==> config.mk <==
export PLATFORM = sky130hd
export DESIGN_NAME = mul_sequencer
export DESIGN_NICKNAME = d
export VERILOG_FILES = /design/src/rtl/exe_pkg.sv /design/src/rtl/mul_step_dp.sv /design/src/rtl/mul_sequencer.sv
export SDC_FILE = /design/constraint.sdc
export NUM_CORES = 1
export LEC_CHECK = 0
export CAP_MARGIN = 10
export CELL_PAD_IN_SITES_DETAIL_PLACEMENT = 1
export CELL_PAD_IN_SITES_GLOBAL_PLACEMENT = 2
export CORE_MARGIN = 4
export CORE_UTILIZATION = 29
export CTS_BUF_LIST = sky130_fd_sc_hd__clkbuf_4 sky130_fd_sc_hd__clkbuf_8 sky130_fd_sc_hd__clkbuf_16
export DETAILED_ROUTE_END_ITERATION = 16
export PLACE_DENSITY_LB_ADDON = 0.1
export SLEW_MARGIN = 5
export SYNTH_ARGS = -nofsm -noshare
export SYNTH_HDL_FRONTEND = slang
export SYNTH_SLANG_ARGS = --single-unit
==> constraint.sdc <==
create_clock -name clk -period 3.6 [get_ports clk]
set_clock_uncertainty 0.2 [all_clocks]
set_input_delay 0.72 -clock clk [delete_from_list [all_inputs] [get_ports clk]]
set_output_delay 0.72 -clock clk [all_outputs]
set_load 0.05 [all_outputs]
==> src/rtl/exe_pkg.sv <==
// Shared execute-stage definitions.
// Contents:
//   mul_state_t         - multiply sequencer FSM states
//   MUL_WIDTH           - default operand/result width
//   FLAG_N..FLAG_V      - NZCV bit positions used by the status path
//   mul_zero_flag()     - zero-detect helper for the result flags
package exe_pkg;

    typedef enum logic [1:0] {
        IDLE = 2'd0,
        RUN  = 2'd1,
        DONE = 2'd2
    } mul_state_t;

    localparam int MUL_WIDTH = 32;

    localparam int FLAG_N = 3;
    localparam int FLAG_Z = 2;
    localparam int FLAG_C = 1;
    localparam int FLAG_V = 0;

    // Zero detect on a full-width result word.
    function automatic logic mul_zero_flag(input logic [MUL_WIDTH-1:0] value);
        return (value == {MUL_WIDTH{1'b0}});
    endfunction

endpackage

==> src/rtl/mul_step_dp.sv <==
// Shift-add multiply datapath: multiplicand, multiplier and accumulator
// registers with one shift-add step per enabled cycle.
// Ports:
//   clk, rst     - clock, asynchronous active-high reset
//   clear        - zero all registers (highest priority)
//   load         - capture op_a/op_b, zero the accumulator
//   step         - one iteration: conditional add, shift a left, b right
//   op_a, op_b   - multiplicand / multiplier
//   acc          - running product (registered)
//   last_step    - remaining multiplier after this step is zero
module mul_step_dp
    import exe_pkg::*;
#(
    parameter int WIDTH = MUL_WIDTH
) (
    input  logic             clk,
    input  logic             rst,
    input  logic             clear,
    input  logic             load,
    input  logic             step,
    input  logic [WIDTH-1:0] op_a,
    input  logic [WIDTH-1:0] op_b,
    output logic [WIDTH-1:0] acc,
    output logic             last_step
);

    logic [WIDTH-1:0] a_r;
    logic [WIDTH-1:0] b_r;
    logic [WIDTH-1:0] acc_r;

    // Operand and accumulator registers; clear wins over load, load over step.
    always_ff @(posedge clk or posedge rst) begin
        if (rst) begin
            a_r   <= {WIDTH{1'b0}};
            b_r   <= {WIDTH{1'b0}};
            acc_r <= {WIDTH{1'b0}};
        end else if (clear) begin
            a_r   <= {WIDTH{1'b0}};
            b_r   <= {WIDTH{1'b0}};
            acc_r <= {WIDTH{1'b0}};
        end else if (load) begin
            a_r   <= op_a;
            b_r   <= op_b;
            acc_r <= {WIDTH{1'b0}};
        end else if (step) begin
            if (b_r[0]) begin
                acc_r <= acc_r + a_r;
            end
            a_r <= {a_r[WIDTH-2:0], 1'b0};
            b_r <= {1'b0, b_r[WIDTH-1:1]};
        end
    end

    assign acc       = acc_r;
    // Early exit: no set bits remain above the one consumed this cycle.
    assign last_step = (b_r[WIDTH-1:1] == {(WIDTH-1){1'b0}});

endmodule

==> src/rtl/mul_sequencer.sv <==
// Multi-cycle multiply controller for the execute stage. Runs a shift-add
// multiply one multiplier bit per cycle with early exit, freezes the front
// of the pipeline meanwhile, and presents a one-cycle result with flags.
// Ports:
//   clk, rst              - clock, asynchronous active-high reset
//   start                 - valid MUL in EX (held while frozen)
//   flush                 - kill the in-flight multiply
//   op_a, op_b            - multiplicand / multiplier
//   s_bit, dest_in        - status-update request, destination register
//   freeze                - stall IF/ID/EX registers
//   done, wb_en           - one-cycle result valid / writeback enable
//   result, dest          - product (low WIDTH bits), latched destination
//   status_we             - done qualified by the latched s_bit
//   n_flag, z_flag        - negative / zero flags, qualified by done
module mul_sequencer
    import exe_pkg::*;
#(
    parameter int WIDTH = MUL_WIDTH,
    parameter int CNT_W = $clog2(WIDTH)
) (
    input  logic             clk,
    input  logic             rst,
    input  logic             start,
    input  logic             flush,
    input  logic [WIDTH-1:0] op_a,
    input  logic [WIDTH-1:0] op_b,
    input  logic             s_bit,
    input  logic [3:0]       dest_in,
    output logic             freeze,
    output logic             done,
    output logic             wb_en,
    output logic [WIDTH-1:0] result,
    output logic [3:0]       dest,
    output logic             status_we,
    output logic             n_flag,
    output logic             z_flag
);

    localparam logic [CNT_W-1:0] CNT_LAST = CNT_W'(WIDTH - 1);

    mul_state_t       state_r;
    mul_state_t       state_nxt_s;
    logic [CNT_W-1:0] cnt_r;
    logic [3:0]       dest_r;
    logic             s_bit_r;
    logic             load_s;
    logic             step_s;
    logic             clear_s;
    logic             last_step_s;
    logic [WIDTH-1:0] acc_s;
    logic             done_s;

    mul_step_dp #(.WIDTH(WIDTH)) u_dp (
        .clk       (clk),
        .rst       (rst),
        .clear     (clear_s),
        .load      (load_s),
        .step      (step_s),
        .op_a      (op_a),
        .op_b      (op_b),
        .acc       (acc_s),
        .last_step (last_step_s)
    );

    // FSM state, iteration counter and latched instruction fields.
    always_ff @(posedge clk or posedge rst) begin
        if (rst) begin
            state_r <= IDLE;
            cnt_r   <= {CNT_W{1'b0}};
            dest_r  <= 4'd0;
            s_bit_r <= 1'b0;
        end else begin
            state_r <= state_nxt_s;
            if (clear_s || load_s) begin
                cnt_r <= {CNT_W{1'b0}};
            end else if (step_s) begin
                cnt_r <= cnt_r + {{(CNT_W-1){1'b0}}, 1'b1};
            end
            if (load_s) begin
                dest_r  <= dest_in;
                s_bit_r <= s_bit;
            end
        end
    end

    // Next-state and datapath controls.
    always_comb begin
        state_nxt_s = state_r;
        load_s      = 1'b0;
        step_s      = 1'b0;
        clear_s     = 1'b0;
        case (state_r)
            IDLE: begin
                if (flush) begin
                    clear_s = 1'b1;
                end else if (start) begin
                    load_s      = 1'b1;
                    state_nxt_s = RUN;
                end else begin
                    state_nxt_s = IDLE;
                end
            end
            RUN: begin
                if (flush) begin
                    clear_s     = 1'b1;
                    state_nxt_s = IDLE;
                end else begin
                    step_s = 1'b1;
                    // Exit test uses pre-step values, so the final step still executes.
                    if ((cnt_r == CNT_LAST) || last_step_s) begin
                        state_nxt_s = DONE;
                    end else begin
                        state_nxt_s = RUN;
                    end
                end
            end
            DONE: begin
                // start is still the same instruction here, so it is ignored.
                state_nxt_s = IDLE;
            end
            default: begin
                clear_s     = 1'b1;
                state_nxt_s = IDLE;
            end
        endcase
    end

    // Result-valid and freeze; freeze is gated by rst so outputs read 0 in reset.
    always_comb begin
        done_s = (state_r == DONE) && !flush;
        freeze = !rst && (((state_r == IDLE) && start && !flush) || (state_r == RUN));
    end

    assign done      = done_s;
    assign wb_en     = done_s;
    assign status_we = done_s & s_bit_r;
    assign result    = acc_s;
    assign dest      = dest_r;
    assign n_flag    = done_s & acc_s[WIDTH-1];
    assign z_flag    = done_s & mul_zero_flag(acc_s);

endmodule

# Word level (Yosys, flattened, before mapping)
# Cells that the tools add are included.
# word_totals
word_cells,57
regBits,108
# classes
eq_ne,4
n_addsub,2
mux,24
n_reduce_logical,17
bitwise,3
# ops
op,n
$mux 32,10
$add 32x32->32,1
$logic_not 32->1,1
$logic_not 31->1,1
$mux 5,2
$mux 1,7
$mux 2,3
$reduce_bool 3->1,2
$add 5x1->5 const B,1
$eq 5x5->1 const B,1
$logic_and 1x1->1,4
$pmux 2 s2,1
$and 1x1->1,3
$logic_or 1x1->1,3
$eq 2x1->1 const B,1
$eq 2x2->1 const B,1
$logic_not 1->1,2
$logic_not 2->1,1
$ne 2x2->1 const B,1
$pmux 1 s2,1
$reduce_and 2->1,1
$reduce_bool 2->1,1
$reduce_or 2->1,1

# Logic depth before layout (Yosys ltp)
# Gate-level depths: netlist (run 1).
# depth
ltp_word,5
depth_mapped,12
depth_no_buf,12

# Cells and area by module
# Synthesis (run 1) repeated with hierarchy kept, for this count alone.
# unflattened
hier_cells,774
hier_area_um2,6745.2
# by_module_without_submodules
mod,n_inst,area_each_um2,cells_per_inst,seq_area_each_um2
mul_step_dp,1,6030.8,704,2402.3
mul_sequencer,1,714.4,70,300.3

# Worst setup path before layout (run 1)
# No wires, ideal clock.
# synth_path
path_type,input to output
from,input port flush
to,output port z_flag
arrival_ns,2.943
path_buffers,1
slack_ns,-0.263
cell_stages,4
cell_sequence,clkbuf_1 -> nor2_1 -> nand3_1 -> nor3_1
# synth_via
elab_chain_len,3
# synth_rtl
element,line,source
"start, declared",mul_sequencer.sv:24,"input logic flush,"
$logic_not 1->1,mul_sequencer.sv:130,done_s = (state_r == DONE) && !flush;
$logic_and 1x1->1,mul_sequencer.sv:130,
via done,mul_sequencer.sv:30,"output logic done,"
$and 1x1->1,mul_sequencer.sv:140,assign z_flag = done_s & mul_zero_flag(acc_s);
"end, declared",mul_sequencer.sv:36,output logic z_flag
# The timed path passes the listed nets, and every way through them passes these cells.

# Final worst setup path (run 1)
# layout_path
from,register u_dp.acc_r[13] (netlist: u_dp.acc[13])
to,register u_dp.acc_r[30] (netlist: u_dp.acc[30])
# layout_via
elab_chain_len,5
# layout_rtl
element,line,source
"start, declared",mul_step_dp.sv:29,logic [WIDTH-1:0] acc_r;
"start signal, assigned",mul_step_dp.sv:36,acc_r <= {WIDTH{1'b0}};
"start signal, assigned",mul_step_dp.sv:40,acc_r <= {WIDTH{1'b0}};
"start signal, assigned",mul_step_dp.sv:44,acc_r <= {WIDTH{1'b0}};
$add 32x32->32,mul_step_dp.sv:47,acc_r <= acc_r + a_r;
$mux 32,mul_step_dp.sv:46,if (b_r[0]) begin
$mux 32,mul_step_dp.sv:45,end else if (step) begin
$mux 32,mul_step_dp.sv:41,end else if (load) begin
$mux 32,mul_step_dp.sv:37,end else if (clear) begin
# No other way between the ends. The select of a mux whose other input is x is not followed.
# A chain may end at the register's enable or synchronous reset.

==> results of run 1 <==
## flip-flops by register name (all words and copies together) (netlist names)
name	cells
u_dp.a_r	32
u_dp.acc	32
u_dp.b_r	32
cnt_r	5
dest	4
state_r	2
s_bit_r	1
## per-layer routing
layer | vias up | wire, µm
li1 | 2619 | -
met1 | 2765 | 9690
met2 | 117 | 9596
met3 | 20 | 819
met4 | 0 | 349
met5 | - | 0
## synth_stat cells (3+ instances only)
master | number | share of area [%]
nand3_1 | 11 | 0.89
a21oi_1 | 30 | 2.4
nor3_1 | 8 | 0.65
nor2_1 | 36 | 2.2
nand4_1 | 9 | 0.91
and3_1 | 5 | 0.51
a211oi_1 | 4 | 0.49
a222oi_1 | 62 | 10
o21ai_1 | 3 | 0.24
clkbuf_1 | 31 | 1.9
mux2i_1 | 4 | 0.65
a22o_1 | 4 | 0.57
o21bai_1 | 5 | 0.61
nor3b_1 | 5 | 0.61
inv_1 | 71 | 4.3
nand2_1 | 49 | 3.0
nor2b_1 | 7 | 0.71
mux2_2 | 5 | 0.91
o21ai_0 | 44 | 3.6
buf_4 | 3 | 0.37
nor4_1 | 17 | 1.7
xor2_1 | 12 | 1.7
a21o_1 | 10 | 1.2
o211ai_1 | 3 | 0.37
nand2b_1 | 5 | 0.51
o21a_1 | 3 | 0.37
ha_1 | 33 | 6.7
a31oi_1 | 7 | 0.71
xnor2_1 | 12 | 1.7
dfrtp_1 | 108 | 44
a22oi_1 | 3 | 0.37
## cell families (layout without fill, tap and decap cells)
logic type      Yosys count  in the layout  share of synthesized area, %
buf+inv                 110            218                         7.381
flops                   108            108                         43.92
xor+xnor                 24             24                         3.416
simple gates            164            164                         13.16
fa+ha+maj                34             34                         7.035
compound gates          194            194                         23.53
mux                       9              9                         1.566
## power breakdown
group	total, µW	internal [µW]	switching [µW]	leakage [µW]
Sequential	1350	1280	68.9	0.00146
Clock	1000	502	498	0.000142
Combinational	486	211	275	0.00225
## timing repair
item,4_1_cts,5_1_grt
endpoints found under the setup margin,0,1
gates resized for setup,0,1
endpoints found under the hold margin,0,0
## cell type report
type	count	share of cell area (%)
tap	275	4.295
timing repair buffer	131	17.05
sequential	108	33.73
clock inverter	6	0.6716
multi-input combinational	425	37.89
inverter	71	3.373
clock buffer	10	2.983
## stage by stage
step / power [µW] / cells
floorplan: 1636 / 643
global placement: 1853 / 1010
detailed placement: 1864 / 1010
CTS: 2890 / 1026
global route: 2989 / 1026
finish: 2833 / 1026
## how the worst min path moves through the flow
stage / from / to / slack [ns] / cells past startpoint
3_3_place_gp: s_bit_r$_DFFE_PP0P_ / s_bit_r$_DFFE_PP0P_ / 0.28 / 1
6_report: s_bit_r$_DFFE_PP0P_ / s_bit_r$_DFFE_PP0P_ / 0.30 / 1
2_1_floorplan: s_bit_r$_DFFE_PP0P_ / s_bit_r$_DFFE_PP0P_ / 0.27 / 1
5_1_grt: dest[3]$_DFFE_PP0P_ / dest[3]$_DFFE_PP0P_ / 0.32 / 1
4_1_cts: s_bit_r$_DFFE_PP0P_ / s_bit_r$_DFFE_PP0P_ / 0.31 / 1
3_5_place_dp: s_bit_r$_DFFE_PP0P_ / s_bit_r$_DFFE_PP0P_ / 0.29 / 1
==> reports/summary.txt, run 1 <==
Pre-CTS setup slack - 0.3077 ns
Initial Util - 29.36%
Final HPWL DP - 15140 µm
Core area - 20960 µm²
Number of antenna diodes - 0
Status - complete, no violations
Residual DRC - 0
Clock Pin Slew Worst Setup and Hold Paths - 0.08 ns
Worst setup EP type - flip-flop
Antenna Violating Nets Remaining - 0
Syn_nets - 750
Worst Path Required - 3.63 ns
Vias in the first global route - 5910
CP Cell Sequence - ha_1 -> nor2_1 -> nor2_1 -> a221oi_1 -> o41ai_4 -> a31oi_1 -> o31ai_1 -> a31oi_1 -> xor2_1 -> o21ai_1
First-pass GRT wire length - 33200 µm
Vias per cell - 5.381
CTS Sinks - 108
GRT busiest layer - met2
Die Ht - 153.7 µm
Gr usage total - 17.32%
Register area share after synthesis - 43.92%
Crit path max fanout - 6
Vias post-DR - 5521
Worst path depth - 10
Worst-Margin Slew - 0.8209 ns
1st-pass router iterations - 8
Final hold violations - 0
Fillers - 2419
Synthesized instance count - 643
Post-Layout Inst Area - 8011 µm²
Crit path launch type - flip-flop
Period minus WS final - 3.333 ns
GR Util met3 - 3.406%
Worst path bufs/invs - 0
Max_slew headroom - 45.16%
Syn Std Cell Area - 6153 µm²
Largest net degree at the start of global routing - 70
Critical Path Source - u_dp.acc[13]$_DFFE_PP0P_
Leak - 0.003856 µW
Main synth FF type - dfrtp_1
Initial antenna violation count - 0
Core Util, Final - 38.23%
Io pins - 115
Multi-input combinational cell area - 3035 µm²
Post-DR wirelength/cell - 19.94 µm
DP Area - 7707 µm²
Worst setup path endpoint - u_dp.acc[30]$_DFFE_PP0P_
Kind of cell adding the most delay to the critical path - compound AO/OA/AOI/OAI gates
CTS tree - built
Mapped Avg Cell Area - 9.570 µm²
Critical Path AT - 3.36 ns
Final setup viols - 0
Internal reg-to-reg setup slack - 0.27 ns
Post-CTS Setup Inserts - 0
#FFs+latches synth - 108
Met2 Usage GRT - 27.85%
Peak VDD IR - 0.0002063 V
GPL Wtd Cong - 0.8175
Clock latency on the worst-skew pair - 0.36 ns
Clock buffer depth - 2
Final Max Tran Viols - 0
Overflow after GRT - 0
Power density over the cells - 353.7 nW/µm²
Max Clk Rate - 0.3001 GHz
Die area - 23610 µm²
Hold_ws - 0.3039 ns
Root buffer cell - clkbuf_16
Synth-to-Final Area Change - 30.20%
Seq. cell area - 2703 µm²
Final period util - 92.57%
Num CTS Buffers - 9
Port Buf Inserts - 114
Commonest cells after routing, fill and taps aside - dfrtp_1 (108), clkdlybuf4s50_1 (108), inv_1 (70), a222oi_1 (62), nand2_1 (49)
# Max-Cap Violations - 0
Reg2Reg Depth - 10
Layout cells sized above 1 - 7.590%
Chip width - 153.7 µm
Reg2reg end - u_dp.acc[30]$_DFFE_PP0P_
Site Rows - 53
CP max stage cell - a221oi_1
Number of DRC markers in iteration 0 - 514
Critical path class - flip-flop to flip-flop
Setup TNS - 0 ns
H-tree levels - 3
Nets - 853
Post-synth cell types - 56
Final worst slack - 0.2673 ns
RSZ-0062 raised after global routing - false
Total number of yosys warnings - 0
Final wirelength - 20460 µm
GR Util met1 - 23.89%
Ys async rst share - 100.0%
R2r startpoint - u_dp.acc[13]$_DFFE_PP0P_
Min-Delay Path Class - flip-flop to flip-flop
Post-synth EDFFs - 0
CTS Hold Bufs - 0
CP max stage delay - 0.49 ns
No activity file was read; power rests on OpenSTA's default activity.
==> run 2: changes to the inputs <==
--- a/config.mk
+++ b/config.mk
@@ -5,6 +5,7 @@
 export SDC_FILE = /design/constraint.sdc
 export NUM_CORES = 1
 export LEC_CHECK = 0
+export ABC_CLOCK_PERIOD_IN_PS = 3600
 export CAP_MARGIN = 10
 export CELL_PAD_IN_SITES_DETAIL_PLACEMENT = 1
 export CELL_PAD_IN_SITES_GLOBAL_PLACEMENT = 2
@@ -13,6 +14,7 @@
 export CTS_BUF_LIST = sky130_fd_sc_hd__clkbuf_4 sky130_fd_sc_hd__clkbuf_8 sky130_fd_sc_hd__clkbuf_16
 export DETAILED_ROUTE_END_ITERATION = 16
 export PLACE_DENSITY_LB_ADDON = 0.1
+export RECOVER_POWER = 50
 export SLEW_MARGIN = 5
 export SYNTH_ARGS = -nofsm -noshare
 export SYNTH_HDL_FRONTEND = slang
==> run 2 against run 1 <==
Net effect: sequential cell count is the same; sequential share of layout area grew 0.19 points; critical path depth is the same; the flow now finishes with violations (max-capacitance violations, max-slew violations); clock power is essentially flat; via count is essentially flat; worst setup slack lost 0.016 ns; register-to-register slack lost 0.02 ns; global-route usage is the same; maximum frequency shrank 0.48%; critical path type unchanged; combinational power shrank 2%.
==> reports/summary.txt, run 2 (synthesis results as in run 1) <==
Nets - 853
Max_slew headroom - -1.691%
Residual DRC - 0
Met2 Usage GRT - 27.85%
Max Clk Rate - 0.2986 GHz
Post-DR wirelength/cell - 19.89 µm
R2r startpoint - u_dp.acc[13]$_DFFE_PP0P_
Critical Path Source - u_dp.acc[13]$_DFFE_PP0P_
Gr usage total - 17.32%
Critical Path AT - 3.38 ns
GRT busiest layer - met2
Vias in the first global route - 5910
Port Buf Inserts - 114
Core area - 20960 µm²
CTS Hold Bufs - 0
Final Max Tran Viols - 33
Commonest cells after routing, fill and taps aside - dfrtp_1 (108), clkdlybuf4s50_1 (100), inv_1 (70), a222oi_1 (62), nand2_1 (49)
GPL Wtd Cong - 0.8175
Die Ht - 153.7 µm
Clock Pin Slew Worst Setup and Hold Paths - 0.08 ns
Site Rows - 53
Root buffer cell - clkbuf_16
DP Area - 7707 µm²
Final worst slack - 0.2511 ns
Overflow after GRT - 0
Antenna Violating Nets Remaining - 0
Setup TNS - 0 ns
Clock latency on the worst-skew pair - 0.36 ns
Pre-CTS setup slack - 0.3077 ns
Layout cells sized above 1 - 7.324%
Hold_ws - 0.3052 ns
Clock buffer depth - 2
Leak - 0.003848 µW
GR Util met1 - 23.89%
Power density over the cells - 354.1 nW/µm²
Commonest non-fill, non-tap cell in the layout - dfrtp_1
Chip width - 153.7 µm
Number of antenna diodes - 0
Final Power - 2821 µW
Final setup viols - 0
GR Util met3 - 3.406%
Failing checks - max-capacitance violations, max-slew violations
Min-Delay Path Class - flip-flop to flip-flop
Crit path max fanout - 6
# Max-Cap Violations - 1
Largest net degree at the start of global routing - 70
Io pins - 115
Critical path class - flip-flop to flip-flop
Post-CTS sizing - 0
Worst setup EP type - flip-flop
Crit path launch type - flip-flop
Initial antenna violation count - 0
Worst Path Required - 3.63 ns
Post-Layout Inst Area - 7966 µm²
Period minus WS final - 3.349 ns
CTS tree - built
Vias post-DR - 5524
H-tree levels - 3
Final HPWL DP - 15140 µm
Synth-to-Final Area Change - 29.46%
Worst Hold Launch - s_bit_r$_DFFE_PP0P_
CTS Sinks - 108
Number of DRC markers in iteration 0 - 525
Post-CTS Setup Inserts - 0
Worst-Margin Slew - 1.517 ns
Final hold violations - 0
1st-pass router iterations - 7
RSZ-0062 raised after global routing - false
First-pass GRT wire length - 33200 µm
Num CTS Buffers - 9
Final period util - 93.02%
Final wirelength - 20410 µm
Vias per cell - 5.384
Peak VDD IR - 0.0002058 V
Status - finished, violations left
Die area - 23610 µm²
Initial Util - 29.36%
run 2: cell types whose count changed in the layout (fill, tap and decap cells not counted), moves of 2 or more:
cell	previous run	this run
dlygate4sd3_1	0	8
clkbuf_2	0	4
clkdlybuf4s50_1	108	100
buf_4	14	11
buf_12	9	7
run 2: cell type report:
cell class,instances,area [µm²]
multi-input combinational,425,3032
timing repair buffer,131,1328
inverter,71,267.8
clock buffer,10,239.0
fill,2423,12990
clock inverter,6,53.80
sequential,108,2703
tap,275,344.1
run 2: per-layer routing:
metal / part of all wire [%] / up-vias
li1: - / 2619
met1: 47 / 2770
met2: 47 / 115
met3: 4.0 / 20
met4: 1.7 / 0
met5: 0 / -
run 2: path summary, 6_finish.rpt:
check                                            to  slack (ns)  cells after the start
max                        u_dp.acc[30]$_DFFE_PP0P_        0.25                     10
min                             s_bit_r$_DFFE_PP0P_        0.31                      1
max reg2reg                u_dp.acc[30]$_DFFE_PP0P_        0.25                     10
min reg2reg                     s_bit_r$_DFFE_PP0P_        0.31                      1
max in group asynchronous  u_dp.acc[30]$_DFFE_PP0P_        0.70                      3
min in group asynchronous   u_dp.b_r[5]$_DFFE_PP0P_        0.99                      2
run 2: critical path: stages (launching register included):
cell and delay [ns]:
dfrtp_1 0.43, ha_1 0.42, nor2_1 0.35, nor2_1 0.10, a221oi_1 0.49, o41ai_4 0.21, a31oi_1 0.40, o31ai_1 0.15
a31oi_1 0.22, xor2_1 0.18, o21ai_1 0.07
run 2: report_power, final:
part / total [µW] / internal, µW / leakage (µW) / switching (µW)
Combinational: 475 / 202 / 0.00225 / 274
Clock: 999 / 502 / 0.000142 / 497
Sequential: 1350 / 1280 / 0.00146 / 67.7
run 2: stage by stage:
stage,util [%],instances
finish,38.02,1026
global route,38.02,1026
CTS,38.18,1026
detailed placement,36.78,1010
global placement,36.78,1010
floorplan,-,643
